===== config.mk =====
export PLATFORM = sky130hd
export DESIGN_NAME = ram_arbiter_flat
export DESIGN_NICKNAME = d
export VERILOG_FILES = /design/src/rtl/ram_arbiter_if.sv /design/src/rtl/ram_arbiter.sv /design/src/flat_wrapper.sv
export SDC_FILE = /design/constraint.sdc
export NUM_CORES = 1
export LEC_CHECK = 0
export BUFFER_PORTS_ARGS = -buffer_cell sky130_fd_sc_hd__clkbuf_2
export CAP_MARGIN = 25
export CORE_UTILIZATION = 48
export CTS_CLUSTER_DIAMETER = 60
export DETAILED_ROUTE_END_ITERATION = 8
export PLACE_DENSITY = 0.92
export SLEW_MARGIN = 25
export SYNTH_ARGS = -nofsm -noshare
export SYNTH_HDL_FRONTEND = slang
export SYNTH_SLANG_ARGS = --single-unit

===== constraint.sdc =====
create_clock -name clk -period 3.5 [get_ports clk]
set_input_delay 0.7 -clock clk [delete_from_list [all_inputs] [get_ports clk]]
set_output_delay 0.7 -clock clk [all_outputs]
set_load 0.02 [all_outputs]

===== src/rtl/ram_arbiter_if.sv =====
// Bus bundle between the CPU/DMA side, the RAM macro and the RAM arbiter.
// The arbiter connects through the slave modport; the environment connects through master.
interface ram_arbiter_if #(
    parameter int ADDR_W = 15,
    parameter int DATA_W = 8
);
    logic              cpu_phi2;
    logic [ADDR_W-1:0] cpu_addr;
    logic [DATA_W-1:0] cpu_wdata;
    logic              cpu_we;
    logic              cpu_ram_cs;
    logic [DATA_W-1:0] cpu_rdata;
    logic              cpu_rdy;

    logic              dma_req;
    logic              dma_we;
    logic [ADDR_W-1:0] dma_addr;
    logic [DATA_W-1:0] dma_wdata;
    logic              dma_gnt;
    logic              dma_rvalid;
    logic [DATA_W-1:0] dma_rdata;

    logic [ADDR_W-1:0] ram_addr;
    logic [DATA_W-1:0] ram_wdata;
    logic              ram_wren;
    logic [DATA_W-1:0] ram_q;

    modport slave (
        input  cpu_phi2, cpu_addr, cpu_wdata, cpu_we, cpu_ram_cs,
        input  dma_req, dma_we, dma_addr, dma_wdata, ram_q,
        output cpu_rdata, cpu_rdy, dma_gnt, dma_rvalid, dma_rdata,
        output ram_addr, ram_wdata, ram_wren
    );

    modport master (
        output cpu_phi2, cpu_addr, cpu_wdata, cpu_we, cpu_ram_cs,
        output dma_req, dma_we, dma_addr, dma_wdata, ram_q,
        input  cpu_rdata, cpu_rdy, dma_gnt, dma_rvalid, dma_rdata,
        input  ram_addr, ram_wdata, ram_wren
    );
endinterface


===== src/rtl/ram_arbiter.sv =====
// Slot-based arbiter sharing the single-port main RAM between the 65C02 and a DMA port.
// Each cpu_phi2 period is one slot owned by either the CPU or DMA; DMA slots stall the CPU via RDY.
module ram_arbiter #(
    parameter int ADDR_W      = 15,
    parameter int DATA_W      = 8,
    parameter int MAX_DMA_RUN = 4
) (
    input  logic            clk,
    input  logic            rst_n,
    ram_arbiter_if.slave    bus
);
    typedef enum logic [1:0] {CPU_A, CPU_B, DMA_A, DMA_B} state_e;

    localparam logic [3:0] MaxRun = 4'(MAX_DMA_RUN);

    state_e            state_q, state_d;
    logic [3:0]        run_cnt_q, run_cnt_d;
    logic [ADDR_W-1:0] dma_addr_q, dma_addr_d;
    logic [DATA_W-1:0] dma_wdata_q, dma_wdata_d;
    logic              dma_we_q, dma_we_d;
    logic              rvalid_q, rvalid_d;
    logic [DATA_W-1:0] rdata_q, rdata_d;

    logic in_dma;
    logic decide;
    logic go_dma;

    assign in_dma = (state_q == DMA_A) || (state_q == DMA_B);
    // An A state that sees cpu_phi2 high has lost phase and resyncs by deciding at once.
    assign decide = (state_q == CPU_B) || (state_q == DMA_B) || bus.cpu_phi2;
    assign go_dma = bus.dma_req && ((run_cnt_q < MaxRun) || !bus.cpu_ram_cs);

    // NOTE: every variable gets a default before the case so no latch is inferred.
    always_comb begin
        state_d     = state_q;
        run_cnt_d   = run_cnt_q;
        dma_addr_d  = dma_addr_q;
        dma_wdata_d = dma_wdata_q;
        dma_we_d    = dma_we_q;
        rvalid_d    = (state_q == DMA_B) && !dma_we_q;
        rdata_d     = rdata_q;

        if (state_q == DMA_B && !dma_we_q) begin
            rdata_d = bus.ram_q;
        end

        if (decide) begin
            if (go_dma) begin
                state_d     = DMA_A;
                dma_addr_d  = bus.dma_addr;
                dma_wdata_d = bus.dma_wdata;
                dma_we_d    = bus.dma_we;
                if (bus.cpu_ram_cs && run_cnt_q != 4'hF) begin
                    run_cnt_d = run_cnt_q + 4'd1;
                end
            end else begin
                state_d   = CPU_A;
                run_cnt_d = '0;
            end
        end else if (state_q == CPU_A) begin
            state_d = CPU_B;
        end else if (state_q == DMA_A) begin
            state_d = DMA_B;
        end
    end

    // NOTE: sequential state uses non-blocking assignments so all registers update together.
    always_ff @(posedge clk or negedge rst_n) begin
        if (!rst_n) begin
            state_q     <= CPU_A;
            run_cnt_q   <= '0;
            dma_addr_q  <= '0;
            dma_wdata_q <= '0;
            dma_we_q    <= 1'b0;
            rvalid_q    <= 1'b0;
            rdata_q     <= '0;
        end else begin
            state_q     <= state_d;
            run_cnt_q   <= run_cnt_d;
            dma_addr_q  <= dma_addr_d;
            dma_wdata_q <= dma_wdata_d;
            dma_we_q    <= dma_we_d;
            rvalid_q    <= rvalid_d;
            rdata_q     <= rdata_d;
        end
    end

    // CPU slots pass the CPU bus straight through; DMA slots drive the latched request.
    always_comb begin
        bus.ram_addr  = bus.cpu_addr;
        bus.ram_wdata = bus.cpu_wdata;
        bus.ram_wren  = bus.cpu_we & bus.cpu_ram_cs;
        bus.cpu_rdy   = 1'b1;
        if (in_dma) begin
            bus.cpu_rdy   = 1'b0;
            bus.ram_addr  = dma_addr_q;
            bus.ram_wdata = dma_wdata_q;
            bus.ram_wren  = (state_q == DMA_A) & dma_we_q;
        end
    end

    assign bus.cpu_rdata  = bus.ram_q;
    assign bus.dma_gnt    = (state_q == DMA_A);
    assign bus.dma_rvalid = rvalid_q;
    assign bus.dma_rdata  = rdata_q;
endmodule

===== src/flat_wrapper.sv =====
// flat-port wrapper written by rule: the top's interface ports become plain ports
module ram_arbiter_flat 
#(
    parameter int ADDR_W      = 15,
    parameter int DATA_W      = 8,
    parameter int MAX_DMA_RUN = 4
)
  (clk, rst_n, bus_cpu_phi2, bus_cpu_addr, bus_cpu_wdata, bus_cpu_we, bus_cpu_ram_cs, bus_dma_req, bus_dma_we, bus_dma_addr, bus_dma_wdata, bus_ram_q, bus_cpu_rdata, bus_cpu_rdy, bus_dma_gnt, bus_dma_rvalid, bus_dma_rdata, bus_ram_addr, bus_ram_wdata, bus_ram_wren);
  ram_arbiter_if #(.ADDR_W(ADDR_W), .DATA_W(DATA_W)) bus_i ();
  input  logic clk;
  input  logic rst_n;
  input wire logic [$bits(bus_i.cpu_phi2)-1:0] bus_cpu_phi2;
  input wire logic [$bits(bus_i.cpu_addr)-1:0] bus_cpu_addr;
  input wire logic [$bits(bus_i.cpu_wdata)-1:0] bus_cpu_wdata;
  input wire logic [$bits(bus_i.cpu_we)-1:0] bus_cpu_we;
  input wire logic [$bits(bus_i.cpu_ram_cs)-1:0] bus_cpu_ram_cs;
  input wire logic [$bits(bus_i.dma_req)-1:0] bus_dma_req;
  input wire logic [$bits(bus_i.dma_we)-1:0] bus_dma_we;
  input wire logic [$bits(bus_i.dma_addr)-1:0] bus_dma_addr;
  input wire logic [$bits(bus_i.dma_wdata)-1:0] bus_dma_wdata;
  input wire logic [$bits(bus_i.ram_q)-1:0] bus_ram_q;
  output wire logic [$bits(bus_i.cpu_rdata)-1:0] bus_cpu_rdata;
  output wire logic [$bits(bus_i.cpu_rdy)-1:0] bus_cpu_rdy;
  output wire logic [$bits(bus_i.dma_gnt)-1:0] bus_dma_gnt;
  output wire logic [$bits(bus_i.dma_rvalid)-1:0] bus_dma_rvalid;
  output wire logic [$bits(bus_i.dma_rdata)-1:0] bus_dma_rdata;
  output wire logic [$bits(bus_i.ram_addr)-1:0] bus_ram_addr;
  output wire logic [$bits(bus_i.ram_wdata)-1:0] bus_ram_wdata;
  output wire logic [$bits(bus_i.ram_wren)-1:0] bus_ram_wren;
  assign bus_i.cpu_phi2 = bus_cpu_phi2;
  assign bus_i.cpu_addr = bus_cpu_addr;
  assign bus_i.cpu_wdata = bus_cpu_wdata;
  assign bus_i.cpu_we = bus_cpu_we;
  assign bus_i.cpu_ram_cs = bus_cpu_ram_cs;
  assign bus_i.dma_req = bus_dma_req;
  assign bus_i.dma_we = bus_dma_we;
  assign bus_i.dma_addr = bus_dma_addr;
  assign bus_i.dma_wdata = bus_dma_wdata;
  assign bus_i.ram_q = bus_ram_q;
  assign bus_cpu_rdata = bus_i.cpu_rdata;
  assign bus_cpu_rdy = bus_i.cpu_rdy;
  assign bus_dma_gnt = bus_i.dma_gnt;
  assign bus_dma_rvalid = bus_i.dma_rvalid;
  assign bus_dma_rdata = bus_i.dma_rdata;
  assign bus_ram_addr = bus_i.ram_addr;
  assign bus_ram_wdata = bus_i.ram_wdata;
  assign bus_ram_wren = bus_i.ram_wren;
  ram_arbiter #(.ADDR_W(ADDR_W), .DATA_W(DATA_W), .MAX_DMA_RUN(MAX_DMA_RUN)) u_core (.clk(clk), .rst_n(rst_n), .bus(bus_i));
endmodule

==> run summary, run 1 <==
status = complete, no violations
Util after Layout = 67.2%
power density cells = 541 nW/µm²
post-synthesis compound-gate area fraction = 3.20%
fmax = 0.407 GHz
final setup skew = 0.00698 ns
HP Class = primary input to asynchronous set/reset pin
DP HPWL = 2830 µm
Critical Path RT = 2.80 ns
die span in y = 65.1 µm
fin crit period = 2.46 ns
Overall Global Routing Usage = 19.1%
mapped cell area = 1910 µm²
port bufs = 103
Post-Syn Nets = 190
via count = 1357
clock tree sinks = 39
Routed WL = 3740 µm
Max Cap Viol = 0
post-cts sizing count = 0
io pins = 104
VDD IR max = 0.000331 V
Die W = 65.1 µm
die area = 4240 µm²
Max Slew Vio Count = 0
Slew @ Worst Pin = 0.837 ns
cts bufs inserted = 5
initial antenna violation count = 0
critical path type = register to primary output
H-tree Lvls = 2
row cnt = 22
final setup vio count = 0
setup_tns = 0 ns
nets@finish = 288
Core Region = 3740 µm²
filler instances = 311
DRC Markers = 0
first-pass GRT wire length = 6000 µm
critical path's slowest cell = dfrtp_1
critical path peak fanout = 16
largest net degree at the start of global routing = 40
cts hold-fix bufs = 0
Initial DRC Count = 63
clock latency on the worst-skew pair = 0.29 ns
CP Data Arrival Time = 1.76 ns
Slew headroom = 44.2%
number of synthesized register bits = 39
Layout area overhead = 31.5%
drt wl/cell = 13.6 µm
total gr overflow = 0
number of vias per cell = 4.93
Hold Fails Final Rpt = 0
YS warnings = 0
Synth Area in Simple Gates = 3.73%
share of post-route cells with drive strength above 1 = 75.3%
Leak = 1.34 nW
cells along the critical path = buf_4 -> inv_1 -> nor2_1 -> a32o_1 -> clkbuf_2
Worst path max stage delay = 0.59 ns
Setup crit end kind = primary output
Routed Antenna Nets = 0
setup bufs post-CTS = 0
Seq/Total Area, Yosys = 51.0%
Adder-Cell Fraction of Synth Area = 0.654%
mux share of post-synthesis cell area = 35.9%
cells after synthesis = 128
Worst-path clk slew = 0.08 ns
DR pass1 iterations = 4
synth unique cells = 24
unrepaired setup endpoints after global routing = no
antenna fix cells = 0
CTS tree = yes
Initial Util = 51.1%
Final period util = 70.3%
Clock Path Buffers = 2
largest family of logic cells by synthesized area = multiplexers
GP Congestion = 0.740
crit path launch type = register
vias in the first global route = 1345
syn_area_per_cell = 14.9 µm²
clock root cell = clkbuf_8
XOR/XNOR share of the synthesized area = 0%
synthesized netlist by cell type:
cell / number / share of area (%)
nor3b_1: 1 / 0.39
inv_1: 2 / 0.39
or2_2: 1 / 0.33
ha_1: 1 / 0.65
o21ai_1: 1 / 0.26
buf_6: 2 / 1.2
nand2_1: 1 / 0.20
o21ai_0: 1 / 0.26
mux2_2: 37 / 22
mux2_4: 18 / 14
nor2_1: 2 / 0.39
and2_1: 1 / 0.33
nand3b_2: 1 / 0.59
o21a_4: 1 / 0.78
dfrtp_1: 39 / 51
nand2_4: 1 / 0.59
o2bb2ai_1: 1 / 0.46
buf_2: 3 / 0.78
nand3_1: 1 / 0.26
a32o_1: 2 / 1.0
buf_4: 8 / 3.1
nand2b_1: 1 / 0.33
o31ai_1: 1 / 0.39
nor2b_1: 1 / 0.33
placed cells by master (no fill, tap or decap), types with 2 or more instances in the layout:
cell,n
nor2_1,2
dfrtp_1,39
mux2_4,18
mux2_2,37
inv_1,2
clkbuf_2,102
a32o_1,2
clkbuf_8,5
critical path, delay by kind of cell (launching register included):
| kind | cells | cell delay [ns] |
|---|---|---|
| simple gates | 1 | 0.14 |
| buf+inv | 3 | 0.60 |
| compound gates | 1 | 0.14 |
| flops | 1 | 0.59 |
sequential cells by signal, indices dropped and copies added, names as in the netlist:
name,count
u_core.run_cnt_q,4
u_core.dma_wdata_q,8
u_core.bus.dma_rdata,8
u_core.dma_we_q,1
u_core.bus.dma_rvalid,1
u_core.dma_addr_q,15
u_core.state_q,2
final cells by class:
cell class,instances,area (µm²),area share [%]
inverters,2,7.51,0.299
clock buffers,5,68.8,2.74
repair buffers,104,523,20.8
flip-flops and latches,39,976,38.8
multi-input cells,74,832,33.1
well taps,48,60.1,2.39
clock inverters,3,47.5,1.89
metrics by stage:
step	hold slack, ns	std cells	worst slack [ns]	total power, mW	cell area, µm²
after global placement	0.484	267	1.38	0.982	2400
final	0.506	275	1.04	1.36	2510
after floorplan	0.404	128	1.56	0.857	1910
after CTS	0.513	275	0.969	1.38	2510
after detailed placement	0.489	267	1.30	0.996	2400
after global routing	0.524	275	0.881	1.43	2510
per-layer routing:
metal	up-vias	share of wire, %	global-route usage [%]
met4	0	0.96	6.52
met2	60	52	34.1
met5	-	0	0
met3	4	7.4	6.60
met1	650	40	21.1
li1	643	-	-
logic make-up after synthesis:
| kind of cell | count (synthesis) |
|---|---|
| flip-flops | 39 |
| AND/OR/NAND/NOR | 11 |
| multiplexers | 55 |
| buffers and inverters | 15 |
| adder cells (fa/ha/maj) | 1 |
| AO/OA/AOI/OAI | 7 |
power breakdown:
part           switching [mW]  internal [mW]  total, mW
logic                   0.206          0.200      0.406
registers              0.0470          0.530      0.577
clock network           0.163          0.216      0.379
total                   0.415          0.946       1.36
path summary, 6_finish.rpt:
path / from / to / slack [ns] / cells past startpoint
setup / recovery: u_core.state_q[1] / bus_ram_wren / 1.04 / 5
hold / removal: rst_n / u_core.run_cnt_q[3] / 0.51 / 1
setup reg to reg: u_core.state_q[0] / u_core.dma_wdata_q[6] / 1.91 / 3
hold reg to reg: u_core.dma_wdata_q[2] / u_core.dma_wdata_q[2] / 0.51 / 1
max in group asynchronous: rst_n / u_core.dma_addr_q[13] / 2.47 / 1
min in group clk: u_core.dma_wdata_q[2] / u_core.dma_wdata_q[2] / 0.51 / 1
(Power assumes the default switching activity.)
==> run 2: changes to the inputs <==
ABC_AREA = 1   (was not set)
CORE_UTILIZATION = 41   (was 48)
PLACE_DENSITY = 0.84   (was 0.92)
clock period = 2.1 ns   (was 3.5 ns; I/O delays follow)
==> run summary, run 2 <==
share of post-route cells with drive strength above 1 = 32.6%
delay-heaviest family, CP = buffers and inverters
hold_ws = 0.117 ns
Worst path max stage delay = 0.34 ns
number of vias per cell = 4.68
Post-Syn Nets = 327
Metal-1 WL = 2020 µm
crit path launch type = register
clock root cell = clkbuf_8
XOR/XNOR share of the synthesized area = 0%
Largest register FFs = 15
commonest non-fill, non-tap cell in the layout = nand2_1
Die W = 71.7 µm
row cnt = 25
io pins = 104
area taken by multi-input logic gates = 830 µm²
clock tree sinks = 39
post-synth top area share = 49.0%
GP Congestion = 0.736
Adder-Cell Fraction of Synth Area = 0.628%
Max Slew Vio Count = 0
top layer in use = met4
Hold Fails Final Rpt = 0
synth unique cells = 19
EDFF count, synth = 0
Routed Antenna Nets = 0
critical path's slowest cell = dfrtp_1
CTS tree = yes
Clock Path Buffers = 2
die area = 5140 µm²
drt wl/cell = 11.2 µm
Layout area overhead = 28.1%
Slew headroom = 46.7%
Max Cap Viol = 0
cts bufs inserted = 5
Slew @ Worst Pin = 0.799 ns
setup bufs post-CTS = 0
WP buf/inv = 2
critical path peak fanout = 25
fin crit period = 1.84 ns
syn_area_per_cell = 7.52 µm²
largest net degree at the start of global routing = 29
mapped cell area = 1990 µm²
met2 wire len = 2190 µm
largest reg by FF count = u_core.dma_addr_q
H-tree Lvls = 2
via count = 1931
post-cts sizing count = 0
final setup vio count = 0
initial antenna violation count = 0
largest family of logic cells by synthesized area = simple AND/OR/NAND/NOR gates
total power draw = 2.03 mW
Leak = 1.59 nW
nets@finish = 420
vias in the first global route = 1803
Initial DRC Count = 138
commonest non-fill, non-tap cells in the layout = nand2_1 (151), clkbuf_2 (103), dfrtp_1 (39), nand3_1 (27), inv_1 (10)
status = complete, no violations
CP Data Arrival Time = 1.42 ns
first-pass GRT wire length = 7840 µm
Initial Util = 42.5%
count leader, synth = nand2_1
post-synthesis compound-gate area fraction = 1.13%
critical path type = register to primary output
Seq/Total Area, Yosys = 49.0%
YS warnings = 0
Critical Path RT = 1.68 ns
Setup crit end kind = primary output
Synth async-reset ratio = 100%
Overall Global Routing Usage = 19.8%
fmax = 0.542 GHz
Synth top cells by count = nand2_1 (151), dfrtp_1 (39), nand3_1 (27)
mux share of post-synthesis cell area = 0%
DRC Markers = 0
Core Region = 4690 µm²
number of synthesized register bits = 39
Worst-path clk slew = 0.08 ns
dominant cells by area after synthesis = dfrtp_1 (49%), nand2_1 (28%), nand3_1 (6.8%), buf_4 (3.8%), inv_1 (1.9%)
filler instances = 443
cells after synthesis = 265
clock latency on the worst-skew pair = 0.29 ns
setup_tns = 0 ns
Util after Layout = 54.4%
Detail Route met3 WL = 363 µm
final instance area = 2550 µm²
power density cells = 795 nW/µm²
unrepaired setup endpoints after global routing = no
largest area contributor in the netlist = dfrtp_1
die span in y = 71.7 µm
DP HPWL = 3450 µm
VDD IR max = 0.000506 V
Final period util = 87.8%
Register Area = 976 µm²
Synth Flop Type = dfrtp_1
cells along the critical path = buf_4 -> nand2_1 -> o21ai_0 -> clkbuf_2
DR pass1 iterations = 4
cts hold-fix bufs = 0
port bufs = 103
final setup skew = 0.00884 ns
dpl cell area = 2470 µm²
Routed WL = 4650 µm
total gr overflow = 0
antenna fix cells = 0
HP Class = primary input to asynchronous set/reset pin
Synth Area in Simple Gates = 39.9%
## run 2: cell count changes after synthesis, sizes merged, moves of 2 or more
| cell | delta |
|---|---|
| mux2 | -55 |
| nand4 | +3 |
| nand3 | +27 |
| clkbuf | +2 |
| inv | +8 |
| buf | +6 |
| nand2 | +150 |
| nor2 | +3 |
| a32o | -2 |
## run 2: logic make-up (layout without fill, tap and decap cells)
kind of cell | count (synthesis) | count (layout)
fa+ha+maj | 1 | 1
buf+inv | 32 | 126
simple gates | 189 | 189
compound gates | 4 | 4
flops | 39 | 39
## run 2: worst paths after layout
path | start | to | slack (ns) | cells past startpoint
max in group asynchronous | rst_n | u_core.run_cnt_q[1] | 1.33 | 2
min reg2reg | u_core.dma_addr_q[10] | u_core.dma_addr_q[10] | 0.47 | 2
max | u_core.state_q[1] | bus_ram_wren | 0.26 | 4
max reg2reg | u_core.state_q[0] | u_core.dma_addr_q[3] | 0.49 | 4
min in group clk | bus_cpu_phi2 | u_core.state_q[1] | 0.34 | 2
min | rst_n | u_core.dma_wdata_q[5] | 0.12 | 1
## run 2: per-layer routing
layer	GRT usage (%)	up-vias
met3	5.20	7
li1	-	997
met1	23.2	836
met2	34.6	91
met4	7.63	0
met5	0	-
## run 2: metrics by stage
stage | worst slack, ns | std cells
2_1_floorplan | 0.589 | 265
3_3_place_gp | 0.450 | 405
3_5_place_dp | 0.394 | 405
4_1_cts | 0.232 | 413
5_1_grt | 0.0997 | 413
6_report | 0.255 | 413
## run 2: final cells by class
class | count | share of cell area, %
clock buffers | 7 | 2.99
repair buffers | 107 | 21.9
flip-flops and latches | 39 | 38.2
inverters | 11 | 1.62
well taps | 54 | 2.65
clock inverters | 1 | 0.196
multi-input cells | 194 | 32.5
## run 2: power by group
group / switching (mW) / internal [mW] / total, mW / leakage, nW
logic: 0.398 / 0.220 / 0.618 / 1.06
registers: 0.0672 / 0.869 / 0.936 / 0.486
clock network: 0.244 / 0.233 / 0.477 / 0.0422
total: 0.709 / 1.32 / 2.03 / 1.59
==> run 3: changes to the inputs <==
CELL_PAD_IN_SITES_DETAIL_PLACEMENT = 1   (was not set)
CELL_PAD_IN_SITES_GLOBAL_PLACEMENT = 1   (was not set)
CORE_UTILIZATION = 28   (was 41)
==> run summary, run 3 (synthesis gave the netlist of run 2 again) <==
status = complete, no violations
WP buf/inv = 2
critical path peak fanout = 25
GP Congestion = 0.685
cells along the critical path = buf_4 -> nand2_1 -> o21ai_0 -> clkbuf_2
VDD IR max = 0.000317 V
setup ws final = 0.160 ns
Routed WL = 5810 µm
port bufs = 103
clock root cell = clkbuf_8
DR pass1 iterations = 4
Clock Path Buffers = 2
critical path type = register to primary output
post-cts sizing count = 0
Leak = 1.61 nW
setup bufs post-CTS = 0
reg2reg path depth = 5
drt wl/cell = 12.7 µm
clock latency on the worst-skew pair = 0.28 ns
Final period util = 92.4%
Hold Fails Final Rpt = 0
die area = 7460 µm²
Worst path max stage delay = 0.36 ns
final setup vio count = 0
met1 Resource Use GR = 18.9%
Core Region = 6830 µm²
DRC Markers = 0
Layout area overhead = 32.8%
fin crit period = 1.94 ns
CP endpoint = bus_ram_wren
Largest register FFs = 15
DP HPWL = 4460 µm
delay-heaviest family, CP = buffers and inverters
Inst Count DP = 450
DP Worst Slack = 0.440 ns
Reg2Reg Setup Slack = 0.70 ns
die span in y = 86.4 µm
vias in the first global route = 2078
power density cells = 802 nW/µm²
WP depth = 4
largest net degree at the start of global routing = 26
commonest non-fill, non-tap cells in the layout = nand2_1 (151), clkbuf_2 (103), dfrtp_1 (39), nand3_1 (27), inv_1 (10)
initial antenna violation count = 0
antenna fix cells = 0
Die W = 86.4 µm
total gr overflow = 0
Util after Layout = 38.8%
io pins = 104
Routed Antenna Nets = 0
critical path's slowest cell = dfrtp_1
Slew @ Worst Pin = 0.570 ns
Max Slew Vio Count = 0
commonest non-fill, non-tap cell in the layout = nand2_1
final cell count without fillers = 458
CP Data Arrival Time = 1.52 ns
crit path launch = u_core.state_q[1]
Reg-to-Reg Start = u_core.state_q[1]
row cnt = 30
unrepaired setup endpoints after global routing = no
share of post-route cells with drive strength above 1 = 33.4%
Initial DRC Count = 52
M3 GR Usage = 4.76%
first-pass GRT wire length = 9490 µm
setup_tns = 0 ns
Worst-path clk slew = 0.08 ns
clock tree sinks = 39
crit path launch type = register
Critical Path RT = 1.68 ns
number of vias per cell = 4.39
CTS tree = yes
FF-to-FF End = u_core.bus.dma_rdata[7]
grt met2 use = 29.7%
cts hold-fix bufs = 0
Overall Global Routing Usage = 16.4%
Slew headroom = 62.0%
HP Class = primary input to asynchronous set/reset pin
via count = 2010
grt peak-use layer = met2
Initial Util = 29.2%
cts bufs inserted = 5
nets@finish = 423
H-tree Lvls = 2
final setup skew = 0.00620 ns
Setup crit end kind = primary output
fmax = 0.515 GHz
largest reg by FF count = u_core.dma_addr_q
Max Cap Viol = 0
[run 3: cell types whose count changed in the layout (fill, tap and decap cells not counted), sizes merged]
cell / change
buf: +3
clkinv: -1
clkbuf: +1
[run 3: worst min path at each step]
stage	depth (start not counted)	to	start	slack (ns)
floorplan	0	u_core.bus.dma_rdata[0]	rst_n	0.12
global placement	1	u_core.dma_wdata_q[3]	rst_n	0.45
detailed placement	1	u_core.dma_wdata_q[3]	rst_n	0.45
CTS	1	u_core.dma_wdata_q[3]	rst_n	0.14
global route	1	u_core.dma_wdata_q[3]	rst_n	0.14
finish	1	u_core.dma_wdata_q[3]	rst_n	0.11
[run 3: stage by stage]
step                total power [mW]  hold WS [ns]  instance area, µm²
detailed placement              1.60         0.451                2550
CTS                             2.16         0.137                2650
global route                    2.26         0.144                2650
floorplan                       1.34         0.124                1990
global placement                1.57         0.448                2550
finish                          2.12         0.114                2650
[run 3: area by class of cell]
cell class                      instances  area [µm²]
Fill cell                             900        4180
Sequential cell                        39         976
Multi-Input combinational cell        194         830
Timing Repair Buffer                  110         581
Tap cell                               96         120
Clock buffer                            8         100
Inverter                               11        41.3
[run 3: report_power, final]
part / internal (mW) / switching (mW)
clock: 0.300 / 0.251
combinational: 0.223 / 0.415
sequential: 0.868 / 0.0678
total: 1.39 / 0.734
[run 3: metal layers]
metal / up-vias / wire length (µm)
li1: 1000 / -
met1: 928 / 2480
met2: 74 / 2830
met3: 8 / 438
met4: 0 / 59
met5: - / 0
